<file path="config.mk">
export PLATFORM = sky130hd
export DESIGN_NAME = bcd_scheduler
export DESIGN_NICKNAME = d
export VERILOG_FILES = /design/src/rtl/bcd_sched_pkg.sv /design/src/rtl/bcd_scheduler_arb.sv /design/src/rtl/bcd_scheduler.sv
export SDC_FILE = /design/constraint.sdc
export NUM_CORES = 1
export LEC_CHECK = 0
export CORE_ASPECT_RATIO = 1.2
export CORE_MARGIN = 1
export CORE_UTILIZATION = 35
export DETAILED_ROUTE_END_ITERATION = 8
export PLACE_DENSITY = 0.72
export SKIP_CTS_REPAIR_TIMING = 1
export SYNTH_ARGS = -nofsm -noshare
export SYNTH_HDL_FRONTEND = slang
export SYNTH_SLANG_ARGS = --single-unit
</file>
<file path="constraint.sdc">
create_clock -name clk -period 3.15 [get_ports clk]
set_input_delay 0.63 -clock clk [delete_from_list [all_inputs] [get_ports clk]]
set_output_delay 0.63 -clock clk [all_outputs]
set_load 0.02 [all_outputs]
</file>
<file path="src/rtl/bcd_sched_pkg.sv">
// Shared definitions for the BCD conversion scheduler.
//   state_e    : scheduler FSM states (IDLE, ISSUE, WAIT, DELIVER)
//   BCD_MAX    : largest operand a four-digit BCD result can represent
//   BCD_ERR    : result word reported for an aborted conversion
//   CH_W       : width of a channel index (covers up to 8 channels)
//   clamp_bcd  : clamps an operand to BCD_MAX and reports whether it clamped
package bcd_sched_pkg;

    typedef enum logic [1:0] {
        ST_IDLE    = 2'd0,
        ST_ISSUE   = 2'd1,
        ST_WAIT    = 2'd2,
        ST_DELIVER = 2'd3
    } state_e;

    localparam logic [15:0] BCD_MAX = 16'd9999;
    localparam logic [15:0] BCD_ERR = 16'hFFFF;
    localparam int          CH_W    = 3;

    // Returns {sat, value}.
    function automatic logic [16:0] clamp_bcd(input logic [15:0] v);
        if (v > BCD_MAX) begin
            return {1'b1, BCD_MAX};
        end
        return {1'b0, v};
    endfunction

endpackage

</file>
<file path="src/rtl/bcd_scheduler_arb.sv">
// Combinational round-robin arbiter.
// Searches the request vector starting at (last_grant+1) mod NUM_CH and
// returns the first requesting channel.
//   req        : per-channel request bits
//   last_grant : channel served most recently
//   grant      : selected channel index (0 when no request)
//   any_req    : at least one request bit is high
module rr_arbiter
    import bcd_sched_pkg::*;
#(
    parameter int NUM_CH = 3
) (
    input  logic [NUM_CH-1:0] req,
    input  logic [CH_W-1:0]   last_grant,
    output logic [CH_W-1:0]   grant,
    output logic              any_req
);

    // Walk distances from farthest to nearest; the nearest hit overwrites
    // the others, so the channel right after last_grant has top priority.
    always_comb begin
        grant   = '0;
        any_req = 1'b0;
        for (int k = NUM_CH; k >= 1; k--) begin
            for (int j = 0; j < NUM_CH; j++) begin
                if (req[j] && (j == ((int'(last_grant) + k) % NUM_CH))) begin
                    grant   = CH_W'(j);
                    any_req = 1'b1;
                end
            end
        end
    end

endmodule

</file>
<file path="src/rtl/bcd_scheduler.sv">
// Schedules requests from NUM_CH channels onto one shared binary-to-BCD
// converter. One conversion is in flight at a time; channels are served
// round-robin and each delivered result is tagged with its channel.
//
// Optional feature: define BCD_SCHED_TIMEOUT_EN to abort a conversion that
// has not completed after TIMEOUT_CYCLES WAIT cycles (result 16'hFFFF with
// result_err set). Without it WAIT is unbounded and result_err is 0.
//
// Ports:
//   clk, rst      : clock (rising edge), synchronous active-low reset
//   req, bin_in   : per-channel request level and 16-bit binary operand
//   ack           : one-cycle pulse to the served channel
//   conv_start    : one-cycle start pulse to the converter
//   conv_bin      : operand to the converter, held until the next grant
//   conv_done     : converter completion flag (rising edge completes)
//   conv_dec      : converter BCD result, valid while conv_done is high
//   dec_out       : last delivered BCD result
//   result_valid  : one-cycle pulse qualifying the result outputs
//   result_ch     : channel the delivered result belongs to
//   result_sat    : delivered operand was clamped to 9999
//   result_err    : delivered result is an aborted conversion
module bcd_scheduler
    import bcd_sched_pkg::*;
#(
    parameter int NUM_CH         = 3,
    parameter int TIMEOUT_CYCLES = 64
) (
    input  logic                 clk,
    input  logic                 rst,
    input  logic [NUM_CH-1:0]    req,
    input  logic [NUM_CH*16-1:0] bin_in,
    output logic [NUM_CH-1:0]    ack,
    output logic                 conv_start,
    output logic [15:0]          conv_bin,
    input  logic                 conv_done,
    input  logic [15:0]          conv_dec,
    output logic [15:0]          dec_out,
    output logic                 result_valid,
    output logic [CH_W-1:0]      result_ch,
    output logic                 result_sat,
    output logic                 result_err
);

    if (NUM_CH < 2 || NUM_CH > 8 || TIMEOUT_CYCLES < 1) begin : g_bad_cfg
        $error("bcd_scheduler: illegal NUM_CH or TIMEOUT_CYCLES");
    end

    state_e              state_q;
    logic [CH_W-1:0]     last_grant_q;
    logic [CH_W-1:0]     grant_q;
    logic                sat_q;
    logic                done_prev_q;
    logic                conv_start_q;
    logic [15:0]         conv_bin_q;
    logic [NUM_CH-1:0]   ack_q;
    logic [15:0]         dec_out_q;
    logic                result_valid_q;
    logic [CH_W-1:0]     result_ch_q;
    logic                result_sat_q;

    logic [CH_W-1:0]     arb_grant;
    logic                arb_any;
    logic [15:0]         raw_bin;
    logic [15:0]         op_val_d;
    logic                op_sat_d;

    rr_arbiter #(
        .NUM_CH (NUM_CH)
    ) u_arb (
        .req        (req),
        .last_grant (last_grant_q),
        .grant      (arb_grant),
        .any_req    (arb_any)
    );

    // Operand of the channel the arbiter would grant this cycle, clamped.
    always_comb begin
        raw_bin = '0;
        for (int j = 0; j < NUM_CH; j++) begin
            if (CH_W'(j) == arb_grant) begin
                raw_bin = bin_in[16*j +: 16];
            end
        end
        {op_sat_d, op_val_d} = clamp_bcd(raw_bin);
    end

`ifdef BCD_SCHED_TIMEOUT_EN
    localparam int TMO_W = $clog2(TIMEOUT_CYCLES + 1);
    logic [TMO_W-1:0] tmo_cnt_q;
    logic             result_err_q;
`endif

    always_ff @(posedge clk) begin
        if (!rst) begin
            state_q        <= ST_IDLE;
            last_grant_q   <= CH_W'(NUM_CH - 1);
            grant_q        <= '0;
            sat_q          <= 1'b0;
            done_prev_q    <= 1'b0;
            conv_start_q   <= 1'b0;
            conv_bin_q     <= '0;
            ack_q          <= '0;
            dec_out_q      <= '0;
            result_valid_q <= 1'b0;
            result_ch_q    <= '0;
            result_sat_q   <= 1'b0;
`ifdef BCD_SCHED_TIMEOUT_EN
            tmo_cnt_q      <= '0;
            result_err_q   <= 1'b0;
`endif
        end else begin
            // Tracked every cycle so a level already high when WAIT is
            // entered is seen as "previously high" and cannot complete.
            done_prev_q    <= conv_done;
            conv_start_q   <= 1'b0;
            ack_q          <= '0;
            result_valid_q <= 1'b0;

            case (state_q)
                ST_IDLE: begin
                    if (arb_any) begin
                        grant_q      <= arb_grant;
                        conv_bin_q   <= op_val_d;
                        sat_q        <= op_sat_d;
                        conv_start_q <= 1'b1;
                        state_q      <= ST_ISSUE;
                    end
                end

                ST_ISSUE: begin
`ifdef BCD_SCHED_TIMEOUT_EN
                    tmo_cnt_q <= '0;
`endif
                    state_q <= ST_WAIT;
                end

                ST_WAIT: begin
                    if (conv_done && !done_prev_q) begin
                        dec_out_q      <= conv_dec;
                        ack_q          <= NUM_CH'(1) << grant_q;
                        result_valid_q <= 1'b1;
                        result_ch_q    <= grant_q;
                        result_sat_q   <= sat_q;
`ifdef BCD_SCHED_TIMEOUT_EN
                        result_err_q   <= 1'b0;
`endif
                        state_q        <= ST_DELIVER;
                    end
`ifdef BCD_SCHED_TIMEOUT_EN
                    else if (tmo_cnt_q == TMO_W'(TIMEOUT_CYCLES - 1)) begin
                        dec_out_q      <= BCD_ERR;
                        ack_q          <= NUM_CH'(1) << grant_q;
                        result_valid_q <= 1'b1;
                        result_ch_q    <= grant_q;
                        result_sat_q   <= sat_q;
                        result_err_q   <= 1'b1;
                        state_q        <= ST_DELIVER;
                    end else begin
                        tmo_cnt_q <= tmo_cnt_q + 1'b1;
                    end
`endif
                end

                ST_DELIVER: begin
                    last_grant_q <= grant_q;
                    state_q      <= ST_IDLE;
                end

                default: state_q <= ST_IDLE;
            endcase
        end
    end

    assign ack          = ack_q;
    assign conv_start   = conv_start_q;
    assign conv_bin     = conv_bin_q;
    assign dec_out      = dec_out_q;
    assign result_valid = result_valid_q;
    assign result_ch    = result_ch_q;
    assign result_sat   = result_sat_q;
`ifdef BCD_SCHED_TIMEOUT_EN
    assign result_err   = result_err_q;
`else
    assign result_err   = 1'b0;
`endif

endmodule

</file>
=== Yosys cells after proc, flatten, opt, wreduce, memory -nomap -nowiden ===
Cells that the tools add are included.

* Register bits after elaboration: 51
* Bits in read-only memories: 0
* Output and inout port bits: 42
* Latch bits: 0
* Bits in writable memories: 0
* Word-level logic and storage cells: 83
* Input bits: 70
* Memories kept: 0

* Multiply operators: 0
* Bitwise operators: 0
* Add/subtract/negate cells: 3
* Shifts and indexed selects: 1
* $lt $le $gt $ge: 1
* Eq/ne operators: 13
* Reduce and logical (&&, ||, !) cells: 22
* Multiplexer cells: 28
* Divide/modulo/power cells: 3

{| class="wikitable"
|+ Operator list
! operator !! number
|-
| 2-bit by 32-bit == test with 1-bit output (first input constant) || 3
|-
| 3-bit by 32-bit == test with 1-bit output (first input constant) || 3
|-
| 32-bit logical NOT || 3
|-
| 32-bit by 3-bit remainder unit with 32-bit output (second input constant) || 3
|-
| 16-bit 2-to-1 mux || 3
|-
| 17-bit 2-to-1 mux || 2
|-
| 2-bit 2-to-1 mux || 9
|-
| 16-bit by 14-bit > comparator with 1-bit output (second input constant) || 1
|-
| 1-bit 2-to-1 mux || 13
|-
| 1-bit logical AND || 10
|-
| 2-bit AND reduction || 5
|-
| 3-bit by 2-bit adder with 4-bit output (second input constant) || 2
|-
| 2-bit one-hot mux with 4 select lines || 1
|-
| 3-bit by 1-bit adder with 4-bit output (second input constant) || 1
|-
| 2-bit == test (second input constant) || 2
|-
| 2-bit != test (second input constant) || 2
|-
| 1-bit by 3-bit == test with 1-bit output (first input constant) || 1
|-
| 2-bit by 3-bit == test with 1-bit output (first input constant) || 1
|-
| 3-bit logical NOT || 1
|-
| 3-bit AND reduction || 1
|-
| 1-bit by 3-bit left shift with 3-bit output (first input constant) || 1
|-
| 2-bit by 1-bit == test with 1-bit output (second input constant) || 1
|-
| 2-bit logical NOT || 1
|-
| 1-bit logical NOT || 1
|}

=== Depth between registers and ports, before layout ===
Gate-level depths: netlist (run 1).

* Word-level depth: 19
* Gate-level depth with buffers: 11

=== Hierarchy ===
A second synthesis (run 1) with hierarchy kept.

* Cell total of the unflattened synthesis: 438
* Area, all modules: 3601.0 µm²

{| class="wikitable"
|+ Modules (own cells, without submodules)
! module !! sequential area each (µm²) !! area each (µm²) !! cells each !! times used
|-
| bcd_scheduler || 1021.0 || 2361.0 || 268 || 1
|-
| rr_arbiter || 0.0 || 1239.9 || 170 || 1
|}

=== Worst setup path before layout (run 1) ===
OpenSTA, ideal clock, no wires.

* Kind: reg2reg
* From: reg last_grant_q[0]
* To: reg conv_bin_q[0] (netlist: conv_bin[0])
* Slack: 0.789 ns
* Arrival: 2.243 ns
* Cell stages (with the launch flop): 10
* Setup time: 0.119 ns
* Data required time: 3.031 ns
* Path through: dfxtp_1 -> inv_1 -> ha_1 -> or2_1 -> a32o_1 -> buf_6 -> a222oi_1 -> a21bo_1 -> o2111ai_2 -> o221a_1

* Word-level cells in the longest chain between the ends: 19
* Elaborated cells on any way between the ends: 51
* Those cells by class: add/sub: 3; div: 3; order compare: 1; eq/ne: 8; mux: 22; reduce/logical: 14

{| class="wikitable"
|+ RTL lines
! what !! line !! text
|-
| start, declared || bcd_scheduler.sv:49 || <nowiki>logic [CH_W-1:0] last_grant_q;</nowiki>
|-
| start signal, assigned || bcd_scheduler.sv:96 || <nowiki>last_grant_q <= CH_W'(NUM_CH - 1);</nowiki>
|-
| start signal, assigned || bcd_scheduler.sv:165 || <nowiki>last_grant_q <= grant_q;</nowiki>
|-
| 3-bit by 2-bit adder with 4-bit output || bcd_scheduler_arb.sv:26 || <nowiki>if (req[j] && (j == ((int'(last_grant) + k) % NUM_CH))) begin</nowiki>
|-
| 32-bit by 3-bit remainder unit with 32-bit output || bcd_scheduler_arb.sv:26 ||
|-
| 2-bit by 32-bit == test with 1-bit output || bcd_scheduler_arb.sv:26 ||
|-
| 1-bit logical AND || bcd_scheduler_arb.sv:26 ||
|-
| 1-bit 2-to-1 mux || bcd_scheduler_arb.sv:26 ||
|-
| 2-bit 2-to-1 mux (7 in a row) || bcd_scheduler_arb.sv:26 ||
|-
| 3-bit logical NOT || bcd_scheduler.sv:80 || <nowiki>if (CH_W'(j) == arb_grant) begin</nowiki>
|-
| 16-bit 2-to-1 mux (3 in a row) || bcd_scheduler.sv:80 ||
|-
| 16-bit by 14-bit > comparator with 1-bit output || bcd_sched_pkg.sv:22 || <nowiki>if (v > BCD_MAX) begin</nowiki>
|-
| 1-bit 2-to-1 mux || bcd_sched_pkg.sv:22 ||
|-
| 17-bit 2-to-1 mux || bcd_sched_pkg.sv:25 || <nowiki>return {1'b0, v};</nowiki>
|-
| end signal, assigned || bcd_scheduler.sv:123 || <nowiki>conv_bin_q <= op_val_d;</nowiki>
|-
| end, declared || bcd_scheduler.sv:54 || <nowiki>logic [15:0] conv_bin_q;</nowiki>
|}

Parallel ways exist; a longest one is shown, timed or not.
A chain may end at the register's enable or synchronous reset.

=== Final worst setup path (run 1) ===
* From: in req[0]
* To: reg conv_bin_q[0] (netlist: conv_bin[0])

* Word-level cells in the longest chain between the ends: 14
* Elaborated cells on any way between the ends: 28
* Those cells by class: order compare: 1; eq/ne: 2; mux: 20; reduce/logical: 5

{| class="wikitable"
|+ RTL lines
! what !! line !! text
|-
| start, declared || bcd_scheduler.sv:30 || <nowiki>input logic [NUM_CH-1:0] req,</nowiki>
|-
| 1-bit logical AND || bcd_scheduler_arb.sv:26 ||
|-
| 2-bit 2-to-1 mux (6 in a row) || bcd_scheduler_arb.sv:26 ||
|-
| 3-bit logical NOT || bcd_scheduler.sv:80 ||
|-
| 16-bit 2-to-1 mux (3 in a row) || bcd_scheduler.sv:80 ||
|-
| 16-bit by 14-bit > comparator with 1-bit output || bcd_sched_pkg.sv:22 ||
|-
| 1-bit 2-to-1 mux || bcd_sched_pkg.sv:22 ||
|-
| 17-bit 2-to-1 mux || bcd_sched_pkg.sv:25 ||
|}

Parallel ways exist; a longest one is shown, timed or not.

==> run metrics, run 1 <==
CP Class=in -> reg; core area=0.00613 mm²; Tightest Pin Transition=0.726 ns; Worst R2R Setup Slack=0.40 ns; GRT busiest layer=met2; vias per cell=4.83; crit share post-route=88.7%; DR WL/cell=12.6 µm; Ys Warns=0; Reg-to-Reg Start=last_grant_q[0]; Hold Path End=dec_out[14]; Placer Congestion=0.844; 1st-iter DRT viols=66; GR met2 Demand/Resource=31.9%; initial antenna violation count=0; GRT Overall Usage=17.0%; Worst path max stage delay=0.54 ns; via count=2162; Net Sw Frac=33.6%; Worst Hold Depth=2; worst vdd ir=314 µV; setup TNS=0 ns; clock root buffer=clkbuf_8; Comb power frac=39.4%; Final Hold Viols=0; part of the power in registers=37.4%; cells along the critical path=clkdlybuf4s50_1 > o21ba_1 > o211a_1 > buf_4 > a222oi_1 > a21bo_1 > o2111ai_2 > o221a_1; DPL Wire Length=4.38 mm; P_sw=686 µW; LEAKAGE=1.35 nW; clock tree buffer depth=2; Setup crit end kind=flop; Placed Instances=440; min-delay worst type=reg -> reg; Rows=31; RSZ-0062 raised after global routing=no; pwr/cell area=578 mW/mm²; H-tree depth reported by CTS=2; Setup Viol. Count Final=0; Post-Layout Cell Count=448; layout cells sized above 1=6.83%; # IOs=112; area delta synth->final=57.7%; worst-case reg-to-reg path depth=9; Slew Limit Fails=0; Final min period=2.79 ns; Slowest-stage cell, CP=clkdlybuf4s50_1; register area share after synthesis=42.9%; vias in the first global route=1958; # DRC=0; Pre-Repair DR Iteration Count=4; Netlist cell types=48; Synth top area share=42.9%; Clk network pwr share=23.2%; die area=0.00673 mm²; Highest Clock Rate=358 MHz; CP Launch Type=input pin; Initial Util=36.6%; ant diodes=0; max_cap viols=0; P_int=1.36 mW; GR Overflow Total=0; synthesized instance count=256; top_reg_cell synth=dfxtp_1; Hold Slack=0.464 ns; worst-path maximum fanout=8; status=complete, no violations; cts bufs inserted=5; Port Buffers=109; met1 Use GR=18.8%; largest net degree at the start of global routing=20; Clock Latency Late Sink=0.29 ns; reg-to-reg critical path endpoint=conv_bin[0]; leading area contributor after synthesis=dfxtp_1; M3 GR Usage=3.46%; fin nets=441; CP arrival=2.98 ns; Yosys reg bits=48; TritonCTS clock tree=yes; first-pass GRT wire length=8.71 mm; clock sink total=48; total wire length=5.65 mm; post-route antenna net violation count=0; syn_area_per_cell=8.76 µm²; Fin Clk Skew=0.00502 ns; Required @ worst endpoint=3.34 ns; Rel. slew slack=51.4%; Hold Path Origin=dec_out[14]; number of synthesized flops with an enable pin=0; asr flop ratio synth=0%; synth top area cells=dfxtp_1, nand2_1, a21boi_0; die width=75.1 µm; Die Ht=89.7 µm; Worst-path clk slew=0.09 ns; Synth Cell Area=0.00224 mm²
[how the worst max path moves through the flow]
stage / cells after the start / endpoint / start
2_1_floorplan: 9 / conv_bin[0] / last_grant_q[0]
3_3_place_gp: 8 / conv_bin[1] / req[0]
3_5_place_dp: 8 / conv_bin[1] / req[0]
4_1_cts: 8 / conv_bin[1] / req[0]
5_1_grt: 9 / conv_bin[0] / last_grant_q[0]
6_report: 8 / conv_bin[0] / req[0]
[power groups by stage]
stage	Sequential, mW	Clock (mW)	Combinational, mW
after detailed placement	0.778	0	0.812
after floorplan	0.858	0	0.412
after CTS	0.767	0.486	0.814
final	0.766	0.474	0.806
after global routing	0.780	0.512	0.880
after global placement	0.782	0	0.794
[metal layers]
metal,wire length (µm),vias up
met4,37,0
met2,2880,84
met5,0,-
met1,2400,968
met3,335,4
li1,-,1106
[flip-flops by register name, indices dropped and copies added (netlist names)]
register	flops
ack	3
last_grant_q	2
conv_start	1
conv_bin	16
state_q	2
sat_q	1
dec_out	16
grant_q	2
result_valid	1
result_sat	1
done_prev_q	1
result_ch	2
[cells in the final DEF, fill, tap and decap left out, drive strengths merged, types with 4 or more instances in the layout]
| cell | count |
|---|---|
| dfxtp | 48 |
| clkdlybuf4s50 | 109 |
| a21oi | 7 |
| o221a | 4 |
| a22oi | 4 |
| buf | 9 |
| o31ai | 4 |
| ha | 6 |
| nand2 | 65 |
| o21ai | 12 |
| inv | 8 |
| and2 | 4 |
| nor3 | 5 |
| mux2i | 7 |
| a21boi | 22 |
| clkbuf | 7 |
| nand3 | 6 |
| nor2b | 4 |
[cell usage after synthesis, types with 3 or more instances]
| cell type | n |
|---|---|
| mux2i_1 | 7 |
| nor3b_1 | 3 |
| ha_1 | 6 |
| a22oi_1 | 4 |
| nor2b_1 | 4 |
| nand3_1 | 5 |
| o21ai_1 | 5 |
| nand2_1 | 65 |
| o21ai_0 | 6 |
| dfxtp_1 | 48 |
| buf_4 | 3 |
| nor3_1 | 5 |
| o221a_1 | 4 |
| clkbuf_1 | 10 |
| a21oi_1 | 7 |
| o31ai_1 | 4 |
| inv_1 | 8 |
| a21boi_1 | 3 |
| a21boi_0 | 19 |
| and2_1 | 4 |
| and3_1 | 3 |
[per-stage QoR]
stage / worst slack (ns) / util [%] / power [mW] / area (µm²)
detailed placement: 0.0722 / 55.6 / 1.59 / 3410
global route: 0.215 / 57.7 / 2.17 / 3540
floorplan: 0.789 / - / 1.27 / 2250
global placement: 0.160 / 55.6 / 1.58 / 3410
CTS: 0.382 / 57.7 / 2.07 / 3540
finish: 0.357 / 57.7 / 2.05 / 3540
[final cells by class]
cell class,count,area (µm²)
Inverter,8,30.0
Sequential cell,48,961
Fill cell,590,2590
Clock inverter,1,30.0
Tap cell,82,103
Timing Repair Buffer,118,1160
Multi-Input combinational cell,184,1160
Clock buffer,7,96.3
[logic make-up (layout without fill, tap and decap cells)]
family	after synthesis	count (layout)	synth area share, %
buffers and inverters	25	134	5.91
DFF	48	48	42.9
AOI/OAI and AO/OA	71	71	24.4
muxes	8	8	3.79
adders and majority gates	6	6	3.35
and+or+nand+nor	97	97	19.5
other	1	2	0.167
[critical path: cells and delay by family]
| kind | cells | cell delay (ns) |
|---|---|---|
| AOI/OAI and AO/OA | 6 | 1.60 |
| buffers and inverters | 2 | 0.76 |
Power figures use the tool's default switching activity.
==> run 2, diff against run 1 <==
- SETUP_SLACK_MARGIN: unset -> 0.1
==> results of run 2 <==
The final DEF is identical to that of run 1; final timing and power are the same.
==> run 3, diff against run 2 <==
- PLACE_DENSITY: 0.72 -> unset
- PLACE_DENSITY_LB_ADDON: unset -> 0.15
- SLEW_MARGIN: unset -> 5
==> run 3 against run 2 <==
Combinational power is 0.6% lower. Die area stayed put. Clock power is 22% lower. Hold slack worse by 0.0010 ns. Clock skew hardly changed. Critical path type unchanged.
==> run metrics, run 3 (synthesis results as in run 1) <==
status=complete, no violations (unchanged); reg-to-reg critical path endpoint=conv_bin[1] (was conv_bin[0]); P_int=1.26 mW (was 1.36 mW); Fin Clk Skew=0.00539 ns (was 0.00502 ns); Clock Latency Late Sink=0.29 ns (about the same); post-route antenna net violation count=0 (unchanged); Clk network pwr share=19.1% (was 23.2%); Worst R2R Setup Slack=0.46 ns (was 0.40 ns); TritonCTS clock tree=yes (unchanged); setup TNS=0 ns (unchanged); clock root buffer=clkbuf_8 (unchanged); Slew Limit Fails=0 (unchanged); Hold Path End=dec_out[5] (was dec_out[14]); Port Buffers=109 (unchanged); Pre-Repair DR Iteration Count=5 (was 4); ant diodes=0 (unchanged); # IOs=112 (unchanged); Rel. slew slack=50.5% (was 51.4%); most frequent cells in the layout=clkdlybuf4s50_1, nand2_1, dfxtp_1 (unchanged); # DRC=0 (unchanged); area delta synth->final=55.7% (was 57.7%); dpl ws=0.127 ns (was 0.0722 ns); clock sink total=48 (unchanged); Die Ht=89.7 µm (unchanged); fin nets=440 (was 441); layout cells sized above 1=6.03% (was 6.83%); Core Util, Final=57.0% (was 57.7%); CP arrival=2.90 ns (was 2.98 ns); Setup Viol. Count Final=0 (unchanged); Required @ worst endpoint=3.34 ns (about the same); via count=2132 (was 2162); Post-Layout Cell Count=447 (was 448); vias per cell=4.77 (was 4.83); initial antenna violation count=0 (unchanged); pwr/cell area=554 mW/mm² (was 578 mW/mm²); vias in the first global route=1913 (was 1958); H-tree depth reported by CTS=2 (unchanged); worst-path maximum fanout=7 (was 8); Final min period=2.71 ns (was 2.79 ns); Placer Congestion=0.811 (was 0.844); Final Hold Viols=0 (unchanged); CP Class=in -> reg (unchanged); cts bufs inserted=5 (unchanged); Total Power=1.93 mW (was 2.05 mW); Hold Path Origin=dec_out[5] (was dec_out[14]); Worst Hold Depth=2 (unchanged); commonest non-fill, non-tap cell in the layout=clkdlybuf4s50_1 (unchanged); Worst-path clk slew=0.08 ns (was 0.09 ns); final-layout fill cell count=574 (was 590); Placed Instances=439 (was 440); total wire length=5.60 mm (was 5.65 mm); Tightest Pin Transition=0.741 ns (was 0.726 ns); DR WL/cell=12.5 µm (was 12.6 µm); Rows=31 (unchanged); Hold Slack=0.463 ns (was 0.464 ns); Comb power frac=41.4% (was 39.4%); first-pass GRT wire length=8.58 mm (was 8.71 mm); largest net degree at the start of global routing=23 (was 20); design area=0.00349 mm² (was 0.00354 mm²); Setup crit end kind=flop (unchanged); Final WS setup=0.440 ns (was 0.357 ns); LEAKAGE=1.32 nW (was 1.35 nW); core area=0.00613 mm² (unchanged); worst-case reg-to-reg path depth=9 (unchanged); min-delay worst type=reg -> reg (unchanged); worst vdd ir=280 µV (was 314 µV); max_cap viols=0 (unchanged); clock tree buffer depth=2 (unchanged); die width=75.1 µm (unchanged); Initial Util=36.6% (unchanged); DPL Wire Length=4.29 mm (was 4.38 mm); die area=0.00673 mm² (unchanged); 1st-iter DRT viols=64 (was 66); Reg-to-Reg Start=last_grant_q[0] (unchanged); Net Sw Frac=35.0% (was 33.6%); Highest Clock Rate=369 MHz (was 358 MHz); part of the power in registers=39.6% (was 37.4%); GR Overflow Total=0 (unchanged); CP Launch Type=input pin (unchanged); RSZ-0062 raised after global routing=no (unchanged); Placed Area=0.00340 mm² (was 0.00341 mm²); P_sw=677 µW (was 686 µW); crit share post-route=86.0% (was 88.7%); GRT Overall Usage=16.7% (was 17.0%)
run 3: changes by cell type in the layout (fill, tap and decap cells not counted):
cell / previous run / this run
bufinv_16: 1 / 0
clkbuf_1: 0 / 2
buf_4: 9 / 8
clkbuf_8: 7 / 6
run 3: routing by layer:
layer	up-vias	wire length, µm	track usage, %
li1	1110	-	-
met1	930	2440	20.2
met2	86	2660	28.6
met3	6	426	4.69
met4	0	65	4.80
met5	-	0	0
run 3: critical path, stage by stage:
cell,delay (ns)
clkdlybuf4s50_1,0.53
o21ba_1,0.17
o211a_1,0.31
buf_4,0.21
a222oi_1,0.37
a21bo_1,0.21
o2111ai_2,0.18
o221a_1,0.28
run 3: worst max-delay path by stage:
stage,startpoint,end,slack [ns],depth (start not counted)
2_1_floorplan,last_grant_q[0],conv_bin[0],0.79,9
3_3_place_gp,req[0],conv_bin[1],0.17,8
3_5_place_dp,req[0],conv_bin[1],0.13,8
4_1_cts,req[0],conv_bin[1],0.44,8
5_1_grt,req[0],conv_bin[0],0.25,8
6_report,req[0],conv_bin[1],0.44,8
run 3: cell type report:
type,count,area [µm²],area share (%)
clock buffer,8,90.1,2.58
sequential,48,961,27.5
tap,82,103,2.94
inverter,8,30.0,0.860
timing repair buffer,117,1150,33.0
multi-input combinational,184,1160,33.1
run 3: power groups by stage:
stage	combinational (mW)	sequential [mW]	clock (mW)
floorplan	0.412	0.858	0
global placement	0.800	0.779	0
detailed placement	0.806	0.780	0
CTS	0.809	0.766	0.380
global route	0.885	0.778	0.412
finish	0.801	0.765	0.369
